$ cat src/rtl/da_mac_serial.sv
// Bit-serial distributed-arithmetic MAC: C = sum A[k]*B[k], activations consumed LSB first.
// Build option DA_SAT_EN: saturate the scaled result to OUT_WIDTH instead of wrapping.
module da_mac_serial #(
   parameter int DATA_WIDTH_A = 16,
   parameter int DATA_WIDTH_B = 16,
   parameter int K            = 9,
   parameter int ACC_W        = DATA_WIDTH_A + DATA_WIDTH_B + $clog2(K),
   parameter int OUT_WIDTH    = ACC_W,
   parameter int OUT_SHIFT    = 0
) (
   input  logic                      clk,
   input  logic                      rst,
   input  logic                      in_valid,
   output logic                      in_ready,
   input  logic [K*DATA_WIDTH_A-1:0] A_in,
   input  logic [K*DATA_WIDTH_B-1:0] B_in,
   output logic                      out_valid,
   input  logic                      out_ready,
   output logic [OUT_WIDTH-1:0]      C_out,
   output logic                      busy
);
   localparam int NG = (K + 3) / 4;
   localparam int NT = NG * 4;
   localparam int PW = DATA_WIDTH_B + $clog2(K) + 1;
   localparam int JW = $clog2(DATA_WIDTH_A + 1);
   localparam logic [JW-1:0] J_LAST = JW'(DATA_WIDTH_A - 1);

   typedef enum logic [1:0] {IDLE = 2'd0, RUN = 2'd1, DRAIN = 2'd2, DONE = 2'd3} state_t;
   state_t state_r, state_next_s;

   logic [K*DATA_WIDTH_A-1:0]       a_r;
   logic [K*DATA_WIDTH_B-1:0]       b_r;
   logic [JW-1:0]                   j_r, pidx_r;
   logic signed [PW-1:0]            p_r, p_sum_s, grp_s;
   logic signed [ACC_W-1:0]         acc_r, acc_next_s, term_s, scaled_s;
   logic                            tap_a_s [NT];
   logic signed [DATA_WIDTH_B-1:0]  tap_b_s [NT];
   logic                            accept_s, acc_en_s;
   logic                            in_ready_r, out_valid_r, busy_r;
   logic [OUT_WIDTH-1:0]            c_out_r;

   function automatic logic [OUT_WIDTH-1:0] reduce(input logic signed [ACC_W-1:0] v);
`ifdef DA_SAT_EN
      localparam int XW = ((ACC_W > OUT_WIDTH) ? ACC_W : OUT_WIDTH) + 1;
      logic signed [XW-1:0] x;
      logic signed [XW-1:0] hi;
      logic signed [XW-1:0] lo;
      x  = XW'(v);
      hi = XW'((XW'(1'b1) << (OUT_WIDTH - 1)) - XW'(1'b1));
      lo = XW'(~hi);
      if (x > hi) return hi[OUT_WIDTH-1:0];
      else if (x < lo) return lo[OUT_WIDTH-1:0];
      else return x[OUT_WIDTH-1:0];
`else
      return OUT_WIDTH'(v);
`endif
   endfunction

   // Taps beyond K pad the last group with zero weights and clear activation bits.
   for (genvar k = 0; k < NT; k++) begin : g_tap
      if (k < K) begin : g_real
         assign tap_a_s[k] = a_r[k*DATA_WIDTH_A];
         assign tap_b_s[k] = b_r[k*DATA_WIDTH_B +: DATA_WIDTH_B];
      end else begin : g_pad
         assign tap_a_s[k] = 1'b0;
         assign tap_b_s[k] = '0;
      end
   end

   // Partial sum for the current activation bit, built from 4-tap groups.
   always_comb begin
      p_sum_s = '0;
      grp_s   = '0;
      for (int g = 0; g < NG; g++) begin
         grp_s = '0;
         for (int t = 0; t < 4; t++) begin
            if (tap_a_s[g*4+t]) grp_s = grp_s + PW'(tap_b_s[g*4+t]);
            else                grp_s = grp_s;
         end
         p_sum_s = p_sum_s + grp_s;
      end
   end

   // Accumulator update: the sign bit of the activation carries negative weight.
   always_comb begin
      term_s = ACC_W'(p_r) <<< pidx_r;
      if (pidx_r == J_LAST) acc_next_s = acc_r - term_s;
      else                  acc_next_s = acc_r + term_s;
      scaled_s = acc_next_s >>> OUT_SHIFT;
   end

   // State register.
   always_ff @(posedge clk or negedge rst) begin
      if (!rst) state_r <= IDLE;
      else      state_r <= state_next_s;
   end

   // Sequencer: next state, accept strobe and accumulator enable.
   always_comb begin
      state_next_s = state_r;
      accept_s     = 1'b0;
      acc_en_s     = 1'b0;
      case (state_r)
         IDLE: begin
            if (in_valid) begin
               state_next_s = RUN;
               accept_s     = 1'b1;
            end else begin
               state_next_s = IDLE;
            end
         end
         RUN: begin
            acc_en_s = (j_r != '0);
            if (j_r == J_LAST) state_next_s = DRAIN;
            else               state_next_s = RUN;
         end
         DRAIN: begin
            acc_en_s     = 1'b1;
            state_next_s = DONE;
         end
         DONE: begin
            if (out_ready) state_next_s = IDLE;
            else           state_next_s = DONE;
         end
         default: state_next_s = IDLE;
      endcase
   end

   // Operand latch, bit sequencing and the registered partial-sum stage.
   always_ff @(posedge clk or negedge rst) begin
      if (!rst) begin
         a_r    <= '0;
         b_r    <= '0;
         j_r    <= '0;
         pidx_r <= '0;
         p_r    <= '0;
      end else if (accept_s) begin
         a_r <= A_in;
         b_r <= B_in;
         j_r <= '0;
      end else if (state_r == RUN) begin
         a_r    <= a_r >> 1;
         j_r    <= j_r + JW'(1'b1);
         p_r    <= p_sum_s;
         pidx_r <= j_r;
      end else begin
         a_r <= a_r;
      end
   end

   // Accumulator, result register and handshake flags.
   always_ff @(posedge clk or negedge rst) begin
      if (!rst) begin
         acc_r       <= '0;
         c_out_r     <= '0;
         out_valid_r <= 1'b0;
         in_ready_r  <= 1'b1;
         busy_r      <= 1'b0;
      end else begin
         if (accept_s)      acc_r <= '0;
         else if (acc_en_s) acc_r <= acc_next_s;
         else               acc_r <= acc_r;
         if (state_r == DRAIN) begin
            c_out_r     <= reduce(scaled_s);
            out_valid_r <= 1'b1;
         end else if (state_r == DONE && out_ready) begin
            out_valid_r <= 1'b0;
         end else begin
            out_valid_r <= out_valid_r;
         end
         in_ready_r <= (state_next_s == IDLE);
         busy_r     <= (state_next_s != IDLE);
      end
   end

   assign in_ready  = in_ready_r;
   assign out_valid = out_valid_r;
   assign C_out     = c_out_r;
   assign busy      = busy_r;
endmodule
$ cat config.mk
export PLATFORM = sky130hd
export DESIGN_NAME = da_mac_serial
export DESIGN_NICKNAME = d
export VERILOG_FILES = /design/src/rtl/da_mac_serial.sv
export SDC_FILE = /design/constraint.sdc
export NUM_CORES = 1
export LEC_CHECK = 0
export BUFFER_PORTS_ARGS = -buffer_cell sky130_fd_sc_hd__buf_4
export CELL_PAD_IN_SITES_DETAIL_PLACEMENT = 0
export CELL_PAD_IN_SITES_GLOBAL_PLACEMENT = 1
export CORE_MARGIN = 5
export CORE_UTILIZATION = 35
export CTS_CLUSTER_DIAMETER = 100
export CTS_CLUSTER_SIZE = 20
export DETAILED_ROUTE_END_ITERATION = 12
export GPL_TIMING_DRIVEN = 0
export PLACE_DENSITY_LB_ADDON = 0.1
export SETUP_SLACK_MARGIN = 0.1
export SLEW_MARGIN = 0
export SYNTH_ARGS = -nofsm -noshare
export SYNTH_HDL_FRONTEND = slang
export SYNTH_SLANG_ARGS = --single-unit
$ cat constraint.sdc
create_clock -name clk -period 8.9 [get_ports clk]
set_clock_uncertainty 0.05 [all_clocks]
set_input_delay 0.445 -clock clk [delete_from_list [all_inputs] [get_ports clk]]
set_output_delay 0.445 -clock clk [all_outputs]
set_load 0.01 [all_outputs]
==> results.yml <==
cells_and_area:
  stdcell_count: 4951
  nNetsFinal: 4375
  area_growth_pct: 29.9
  layout_common_cells: "802 x nand2_1, 394 x dfrtp_1, 380 x buf_4"
  final_common_cell: "nand2_1"
  finalCoreUtilization_pct: 45.8
  regArea_um2: 9910
  drive_gt1_share_pct: 17.4
  final_area_um2: 36100
  multiInputGateArea_um2: 17700
  fillers: 7848
route:
  post_drt_wl_per_cell_um: 18.7
  routed_wl_um: 92800
  dr_total_vias: 25200
  drc_errors: 0
  drtIter0Drc: 929
  firstDrtPassIters: 5
  avgViaCountPerCell: 5.08
  antenna_left: 0
clock_tree:
  cts_sinks: 396
  clkLatencyLatePin_ns: 0.60
  cts_max_path_buffers: 3
  cts_root_buf: "clkbuf_16"
  cts_tree: "yes"
  cts_inserted_buffers: 27
  h-tree-depth: 1
  clk_pin_slew_ns: 0.09
yosys:
  synth.top_cell.area_share_pct: 35.6
  async_flop_share_pct: 100
  ys_dominant_reg_cell: "dfrtp_1"
  netlist_area_um2: 27800
  syn_nets: 3742
  yosysSeqAreaShare_pct: 35.7
  synth_cells: 3251
  yosys-top-cells-area: "dfrtp_1 36%, nand2_1 11%, ha_1 7.7%"
  synth_cell_types: 82
  yosys.area.top_type: "dfrtp_1"
  synth_edf_count: 0
  yosysWarningCount: 0
  synth.ff_latch_count: 396
  syn_avg_cell_area_um2: 8.55
grt:
  antenna_found_initial: 7
  grt_overflow_total: 0
  grt_use_total_pct: 20.9
  grt_max_degree: 117
  grt_pass1_wl_um: 145000
  first_global_vias: 26400
placed_design:
  dpl-instance-area_um2: 31700
  pre_cts_ws_ns: -1.68
  finalWeightedCongestion: 0.879
  numPortBuffers: 330
  place_inst: 4634
  hpwl_um: 72700
setup_path:
  required_ns: 9.32
  path_common_cell: "o21ai_2"
  r2r-end: "p_r[20]"
  r2r_cells: 43
  critPathLaunchType: "flip-flop"
  rrSetupSlack_ns: 0.41
  crit_fanout: 4
  cp.arrival_ns: 8.91
  crit_type: "reg -> reg"
  max_stage_delay_ns: 0.46
  endpoint_kind: "flip-flop"
  r2r_start: "a_r[0]"
  crit_slowest_cell: "dfrtp_2"
hold_path:
  min-delay-start: "B_in[113]"
  whs_path_depth: 3
  hold_path_end: "b_r[113]"
  hold_path_class: "in -> reg"
floorplan:
  die_w_um: 292
  die_h_um: 292
  io_pins: 331
  rows: 103
  core-area_um2: 78900
  die_area_um2: 85100
  start_util_pct: 35.2
sta:
  finalCritPeriodShare_pct: 95.4
  hold_viol_final: 0
  relSlewSlack_pct: 19.2
  finalCriticalPeriod_ns: 8.49
  finalMaxSlewViolations: 0
  final.setup.worst_slack_ns: 0.407
  setup_viol: 0
  fmax_mhz: 118
  worst_pin_slew_ns: 1.21
run_status:
  status: "completed"
job:
  max-cap-violations: 0
## registers in the layout, summed over array words and instances (netlist names)
register,count
C_out,36
a_r,144
acc_r,36
b_r,144
busy,1
in_ready,1
j_r,5
out_valid,1
p_r,21
pidx_r,5
state_r,2
## cell usage after synthesis (5+ instances only)
library cell	instances
nand2_1	808
dfrtp_1	395
o21ai_0	296
a21oi_1	194
mux2i_1	179
ha_1	171
nor2_1	141
clkbuf_1	136
inv_1	125
xnor2_1	110
mux2_2	74
xor2_1	69
a21o_1	63
nor2b_1	31
nor3_1	29
fa_1	28
a31oi_1	26
nand3_1	25
and2_1	24
o21bai_1	24
o21a_1	23
mux4_2	22
buf_1	19
nand2b_1	19
o31ai_1	19
and3_1	18
a211oi_1	17
o21ai_1	11
a21boi_0	10
nand4_1	10
or3_1	10
or2_2	7
o211ai_1	6
a41oi_1	5
nand3b_1	5
nor4_1	5
## area by class of cell
cell class | instances | share of cell area [%]
Multi-Input combinational cell | 2566 | 49.1
Buffer | 159 | 1.82
Timing Repair Buffer | 605 | 14.3
Clock inverter | 10 | 0.347
Clock buffer | 31 | 1.97
Sequential cell | 396 | 27.5
Tap cell | 1050 | 3.64
Inverter | 129 | 1.34
Antenna cell | 5 | 0.0347
## worst max-delay path: cells and delay by family (launching register included)
family | cells | cell delay, ns
AO/OA/AOI/OAI | 16 | 2.22
AND/OR/NAND/NOR | 9 | 1.50
XOR/XNOR | 8 | 1.64
adder cells (fa/ha/maj) | 7 | 1.97
flip-flops | 1 | 0.46
multiplexers | 1 | 0.29
buffers and inverters | 2 | 0.21
## metrics by stage
step                setup TNS (ns)  hold slack (ns)
floorplan                        0           0.0994
detailed placement           -4.61            0.392
finish                           0           0.0112
global route               -0.0776           0.0105
global placement             -4.26            0.410
CTS                              0         0.000201
## what timing repair did
action,CTS,global route
hold endpoints to repair,283,0
hold buffers,222,0
buffers inserted,26,24
endpoints found under the setup margin,7,2
pin swaps,28,75
cloned,0,0
gates resized for setup,81,126
## layer usage
layer	wire, µm	global-route usage, %	share of wire (%)
met5	21	0	0.023
met4	2500	5.10	2.7
met3	2930	2.44	3.2
met2	47900	38.9	52
met1	39500	25.9	43
## kinds of logic after synthesis
family                     after synthesis  synth area share [%]
adders and majority gates              201                  9.79
buffers and inverters                  289                  3.97
DFF                                    396                  35.7
and+or+nand+nor                       1153                  17.4
AOI/OAI and AO/OA                      752                  15.9
xor gates and xnor gates               182                  5.86
muxes                                  278                  11.4
## how the worst max path moves through the flow
stage / cells past startpoint / start / end / slack (ns)
6_report: 43 / a_r[0] / p_r[20] / 0.41
5_1_grt: 43 / a_r[0] / p_r[20] / -0.08
4_1_cts: 41 / a_r[64] / p_r[20] / 0.11
3_5_place_dp: 45 / a_r[0] / p_r[20] / -1.68
3_3_place_gp: 45 / a_r[0] / p_r[20] / -1.62
2_1_floorplan: 45 / a_r[0] / p_r[20] / 0.27
Power is left out: the tool's default activity adds up to more than one toggle a clock period on the data nets, which glitch-free logic cannot reach.
